## src/rtl/pipeline_array_pkg.sv

```systemverilog
// Shared constants and types for the N-channel pipeline array and its arbiter.
package pipeline_array_pkg;

  localparam int DEF_NUM_CH    = 2;
  localparam int DEF_DATA_W    = 32;
  localparam int DEF_DEPTH     = 3;
  localparam int DEF_ADD_CONST = 1;
  localparam int DEF_ARB_RR    = 1;

  localparam int CH_IDX_W = $clog2(DEF_NUM_CH);

  typedef logic [CH_IDX_W-1:0] ch_idx_t;

  typedef enum logic {
    ARB_FIXED = 1'b0,
    ARB_RR    = 1'b1
  } arb_mode_e;

endpackage

```

## src/rtl/pipeline_array_rr_arbiter.sv

```systemverilog
// One-hot arbiter for the shared adder: round-robin from last_grant+1, or
// fixed priority with the lowest requesting index winning.
module rr_arbiter
  import pipeline_array_pkg::*;
#(
  parameter int        NUM_CH = DEF_NUM_CH,
  parameter arb_mode_e MODE   = ARB_RR
) (
  input  logic              clk,
  input  logic              reset,
  input  logic [NUM_CH-1:0] req,
  output logic [NUM_CH-1:0] grant
);

  localparam int IDX_W = $clog2(NUM_CH);

  logic [IDX_W-1:0]  r_lastGrant;
  logic [NUM_CH-1:0] w_grant;
  logic [IDX_W-1:0]  w_grantIdx;
  logic              w_anyGrant;

  // Round-robin searches indices above last_grant first, then wraps to the bottom.
  always_comb begin
    w_grant    = '0;
    w_grantIdx = '0;
    w_anyGrant = 1'b0;
    if (MODE == ARB_RR) begin
      for (int c = 0; c < NUM_CH; c++) begin
        if (!w_anyGrant && req[c] && (c > int'(r_lastGrant))) begin
          w_anyGrant = 1'b1;
          w_grantIdx = IDX_W'(c);
          w_grant[c] = 1'b1;
        end
      end
    end
    for (int c = 0; c < NUM_CH; c++) begin
      if (!w_anyGrant && req[c]) begin
        w_anyGrant = 1'b1;
        w_grantIdx = IDX_W'(c);
        w_grant[c] = 1'b1;
      end
    end
  end

  always_ff @(posedge clk or negedge reset) begin
    if (!reset) begin
      r_lastGrant <= IDX_W'(NUM_CH - 1);
    end else if (w_anyGrant) begin
      r_lastGrant <= w_grantIdx;
    end
  end

  assign grant = w_grant;

endmodule

```

## src/rtl/pipeline_array.sv

```systemverilog
// N-channel pipeline array: per-channel s0 capture, one shared adder feeding s1,
// then plain delay stages. Each channel has its own flush and upstream stall.
module pipeline_array
  import pipeline_array_pkg::*;
#(
  parameter int NUM_CH    = DEF_NUM_CH,
  parameter int DATA_W    = DEF_DATA_W,
  parameter int DEPTH     = DEF_DEPTH,
  parameter int ADD_CONST = DEF_ADD_CONST,
  parameter int ARB_RR    = DEF_ARB_RR
) (
  input  logic                     clk,
  input  logic                     reset,
  input  logic [NUM_CH*DATA_W-1:0] in_data,
  input  logic [NUM_CH-1:0]        in_valid,
  input  logic [NUM_CH-1:0]        flush,
  output logic [NUM_CH-1:0]        stall,
  output logic [NUM_CH*DATA_W-1:0] out_data,
  output logic [NUM_CH-1:0]        out_valid
);

  localparam arb_mode_e ARB_MODE = (ARB_RR != 0) ? pipeline_array_pkg::ARB_RR : ARB_FIXED;

  logic [NUM_CH-1:0] w_req;
  logic [NUM_CH-1:0] w_grant;

  rr_arbiter #(
    .NUM_CH (NUM_CH),
    .MODE   (ARB_MODE)
  ) u_arb (
    .clk   (clk),
    .reset (reset),
    .req   (w_req),
    .grant (w_grant)
  );

  genvar c;
  for (c = 0; c < NUM_CH; c++) begin : g_ch
    logic [DATA_W-1:0] r_data [DEPTH];
    logic [DEPTH-1:0]  r_valid;
    logic              w_load;

    // A flushed channel neither requests nor stalls, so its producer may advance.
    assign w_req[c] = r_valid[0] & ~flush[c];
    assign stall[c] = r_valid[0] & ~w_grant[c] & ~flush[c];
    assign w_load   = in_valid[c] & ~stall[c] & ~flush[c];

    always_ff @(posedge clk or negedge reset) begin
      if (!reset) begin
        r_valid <= '0;
      end else if (flush[c]) begin
        r_valid <= '0;
      end else begin
        r_valid[0] <= w_load | (r_valid[0] & ~w_grant[c]);
        r_valid[1] <= w_grant[c];
        for (int s = 2; s < DEPTH; s++) begin
          r_valid[s] <= r_valid[s-1];
        end
      end
    end

    // Data registers ignore flush; only the valid bits are cleared.
    always_ff @(posedge clk or negedge reset) begin
      if (!reset) begin
        for (int s = 0; s < DEPTH; s++) begin
          r_data[s] <= '0;
        end
      end else begin
        if (w_load) begin
          r_data[0] <= in_data[c*DATA_W +: DATA_W];
        end
        if (w_grant[c]) begin
          r_data[1] <= r_data[0] + DATA_W'(ADD_CONST);
        end
        for (int s = 2; s < DEPTH; s++) begin
          r_data[s] <= r_data[s-1];
        end
      end
    end

    assign out_data[c*DATA_W +: DATA_W] = r_data[DEPTH-1];
    assign out_valid[c]                 = r_valid[DEPTH-1];
  end

endmodule

```

## config.mk

```make
export PLATFORM = sky130hd
export DESIGN_NAME = pipeline_array
export DESIGN_NICKNAME = d
export VERILOG_FILES = /design/src/rtl/pipeline_array_pkg.sv /design/src/rtl/pipeline_array_rr_arbiter.sv /design/src/rtl/pipeline_array.sv
export SDC_FILE = /design/constraint.sdc
export NUM_CORES = 1
export LEC_CHECK = 0
export CORE_MARGIN = 3
export CORE_UTILIZATION = 41
export DETAILED_ROUTE_END_ITERATION = 6
export GPL_TIMING_DRIVEN = 0
export PLACE_DENSITY_LB_ADDON = 0.1
export SETUP_SLACK_MARGIN = 0.5
export SLEW_MARGIN = 20
export SYNTH_ARGS = -nofsm -noshare
export SYNTH_HDL_FRONTEND = slang
export SYNTH_SLANG_ARGS = --single-unit
```

## constraint.sdc

```tcl
create_clock -name clk -period 5.4 [get_ports clk]
set_input_delay 0.54 -clock clk [delete_from_list [all_inputs] [get_ports clk]]
set_output_delay 0.54 -clock clk [all_outputs]
set_load 0.01 [all_outputs]
```

==> reports/summary.txt <==
Endpoint class of the critical path: primary output
Synth Area in XOR/XNOR: 0.0251
Max-cap check violation count: 0
Final Core Density: 0.542
Main combinational cell family by area after synthesis: simple AND/OR/NAND/NOR gates
Post-synth top area cell: dfrtp_1
Crit Path Max Fanout: 5
TritonCTS buffer count: 17
Storage cell area: 4980 sq um
Post-DP HPWL: 13200 um
Period utilisation layout: 0.537
Synthesis-to-finish area growth: 27.8%
Row count: 51
Synth top area cells: dfrtp_1 (59%), mux2_2 (8.6%), buf_4 (5.9%)
Routed wire length: 18300 um
Violation count after the first detailed-routing iteration: 243
Min Clock Period, post-route: 2900 ps
Cell Chain, Critical Path: clkdlybuf4s50_1 -> nand2b_1 -> nor3_1 -> clkdlybuf4s50_1
Non-Filler Instances: 1141
Total track usage: 0.172
Cells after synthesis: 706
Routed Antenna Nets: 0
Worst slew pin tran: 735 ps
Clock transition at path regs: 70 ps
CTS Buffer Depth: 2
Root Buffer: clkbuf_16
RSZ-0062 raised after global routing: false
Synth Area in Compound Gates: 0.0741
Final setup viols: 0
Adder-cell share of the synthesized area: 0.00299
Top_reg_cell synth: dfrtp_1
Skew-Pair Late Insertion Delay: 430 ps
Fillcell total: 1696
Drt pass-1 iters: 5
NumNets Final: 935
Starting Density: 0.424
Pins Over Slew Limit: 0
Critical Path Start Type: input pin
Max IR drop VDD: 0.191 mV
Synthesized net count: 778
Drc violations: 0
Crit path largest cell delay: 630 ps
CP Class: input pin to primary output
Crit path DAT: 2360 ps
CTS H-tree depth: 4
Seq/Total Area, Yosys: 0.596
Initial antenna violation count: 0
Synth unique cells: 43
I/O pins: 138
Setup TNS: 0 ps
CTS resizes: 0
Placeable Area: 19700 sq um
Most frequent CP cell: clkdlybuf4s50_1
Number of synthesized flops with an enable pin: 0
Proportion of layout cells with a drive suffix above 1: 0.196
Share of the synthesized area in the top cell type: 0.593
Ys async rst share: 1.00
Vias in the first global route: 5980
Vias: 5833
Max Clock Skew: 16.7 ps
Clock Sinks: 199
Multiplexer area fraction after synthesis: 0.0862
Hold-fix buffers, CTS: 0
Leakage power: 4.43 nW
Max Freq: 0.345 GHz
Port bufs: 137
First-pass GRT wire length: 30300 um
Antenna diode count: 0
Ys Warns: 0
Synth Area in Simple Gates: 0.136
Mean Syn Cell Area: 11.8 sq um
Flops & latches, synth: 199
Cell Area, Synth: 8360 sq um
Final Hold Fails: 0
R2R cell count: 6
Area of the multi-input gates: 2710 sq um
Pwr Density: 386 nW/um^2
Die Width: 149 um
CTS tree: built
CP max stage cell: clkdlybuf4s50_1
Postcts setup bufs: 0
GPL Wtd Cong: 0.879
Die ar.: 22100 sq um
Die Y: 149 um
Via density: 5.11
Required @ worst endpoint: 4860 ps
Worst slew margin: 0.510
Outcome: completed
Placed insts: 1109
Total gr overflow: 0
Largest net degree at the start of global routing: 102
Routed length per instance: 16.0 um
Hold Path Class: input pin to async pin
worst paths after layout:
check | startpoint | endpoint | slack, ps
max | flush[0] | stall[0] | 2500
min | reset | out_data[5] | 130
max reg2reg | g_ch[0].r_data[64] | g_ch[0].r_data[50] | 3010
min reg2reg | g_ch[1].r_data[32] | out_data[32] | 370
max in group asynchronous | reset | u_arb.r_lastGrant | 4340
min in group clk | g_ch[1].r_data[32] | out_data[32] | 370
through the flow:
stage	cell area [sq um]	worst slack, ps	power, mW	hold slack [ps]
after global placement	10100	-4230	2.86	357
after CTS	10700	2530	4.16	166
after detailed placement	10100	2310	2.89	360
after global routing	10700	2390	4.34	176
after floorplan	8360	3450	2.45	244
final	10700	2500	4.12	130
cells in the final DEF (no fill, tap or decap), drive strengths merged, types with 14 or more instances in the layout:
master,count
dfrtp,198
clkdlybuf4s50,136
buf,75
mux2,64
nand2,53
clkbuf,44
o21ai,38
nor2,36
a31oi,33
or4,25
nand3,25
o31ai,23
inv,15
nand4,14
registers in the layout, indices dropped and copies added (netlist names):
name,flops
g_ch.r_data,128
out_data,64
g_ch.r_valid,6
u_arb.r_lastGrant,1
cells by family (layout without fill, tap and decap cells):
family	Yosys count	after routing
xor+xnor	24	24
mux	64	64
fa+ha+maj	2	2
buf+inv	108	278
simple gates	209	209
flops	199	199
compound gates	100	100
layout make-up:
| class | instances | share of cell area |
|---|---|---|
| clock buffers | 20 | 0.0418 |
| repair buffers | 138 | 0.131 |
| inverters | 11 | 0.00387 |
| well taps | 265 | 0.0310 |
| multi-input cells | 399 | 0.254 |
| clock inverters | 12 | 0.0134 |
| flip-flops and latches | 199 | 0.466 |
| plain buffers | 97 | 0.0583 |
synthesized netlist by cell type (12+ instances only):
| cell | instances |
|---|---|
| dfrtp_1 | 198 |
| buf_4 | 66 |
| mux2_2 | 64 |
| nand2_1 | 53 |
| o21ai_0 | 38 |
| nor2_1 | 36 |
| a31oi_1 | 33 |
| clkbuf_1 | 24 |
| nand3_1 | 24 |
| or4_1 | 24 |
| o31ai_1 | 23 |
| nand4_1 | 14 |
| xnor2_1 | 12 |
| xor2_1 | 12 |
metal layers:
| metal | track usage | routed length [um] | vias up |
|---|---|---|---|
| li1 | - | - | 2764 |
| met3 | 0.0416 | 842 | 18 |
| met5 | 0 | 0 | - |
| met1 | 0.237 | 8270 | 2907 |
| met2 | 0.276 | 8910 | 144 |
| met4 | 0.0444 | 242 | 0 |
critical path: cells and delay by family:
family                 cells  cell delay [ps]
buffers and inverters      2             1150
AND/OR/NAND/NOR            2              670
report_power, final:
group	internal, mW	total, mW	switching (mW)
clock	0.704	1.27	0.565
sequential	1.79	1.99	0.196
combinational	0.534	0.863	0.330
total	3.03	4.12	1.09
(Power assumes the default switching activity.)
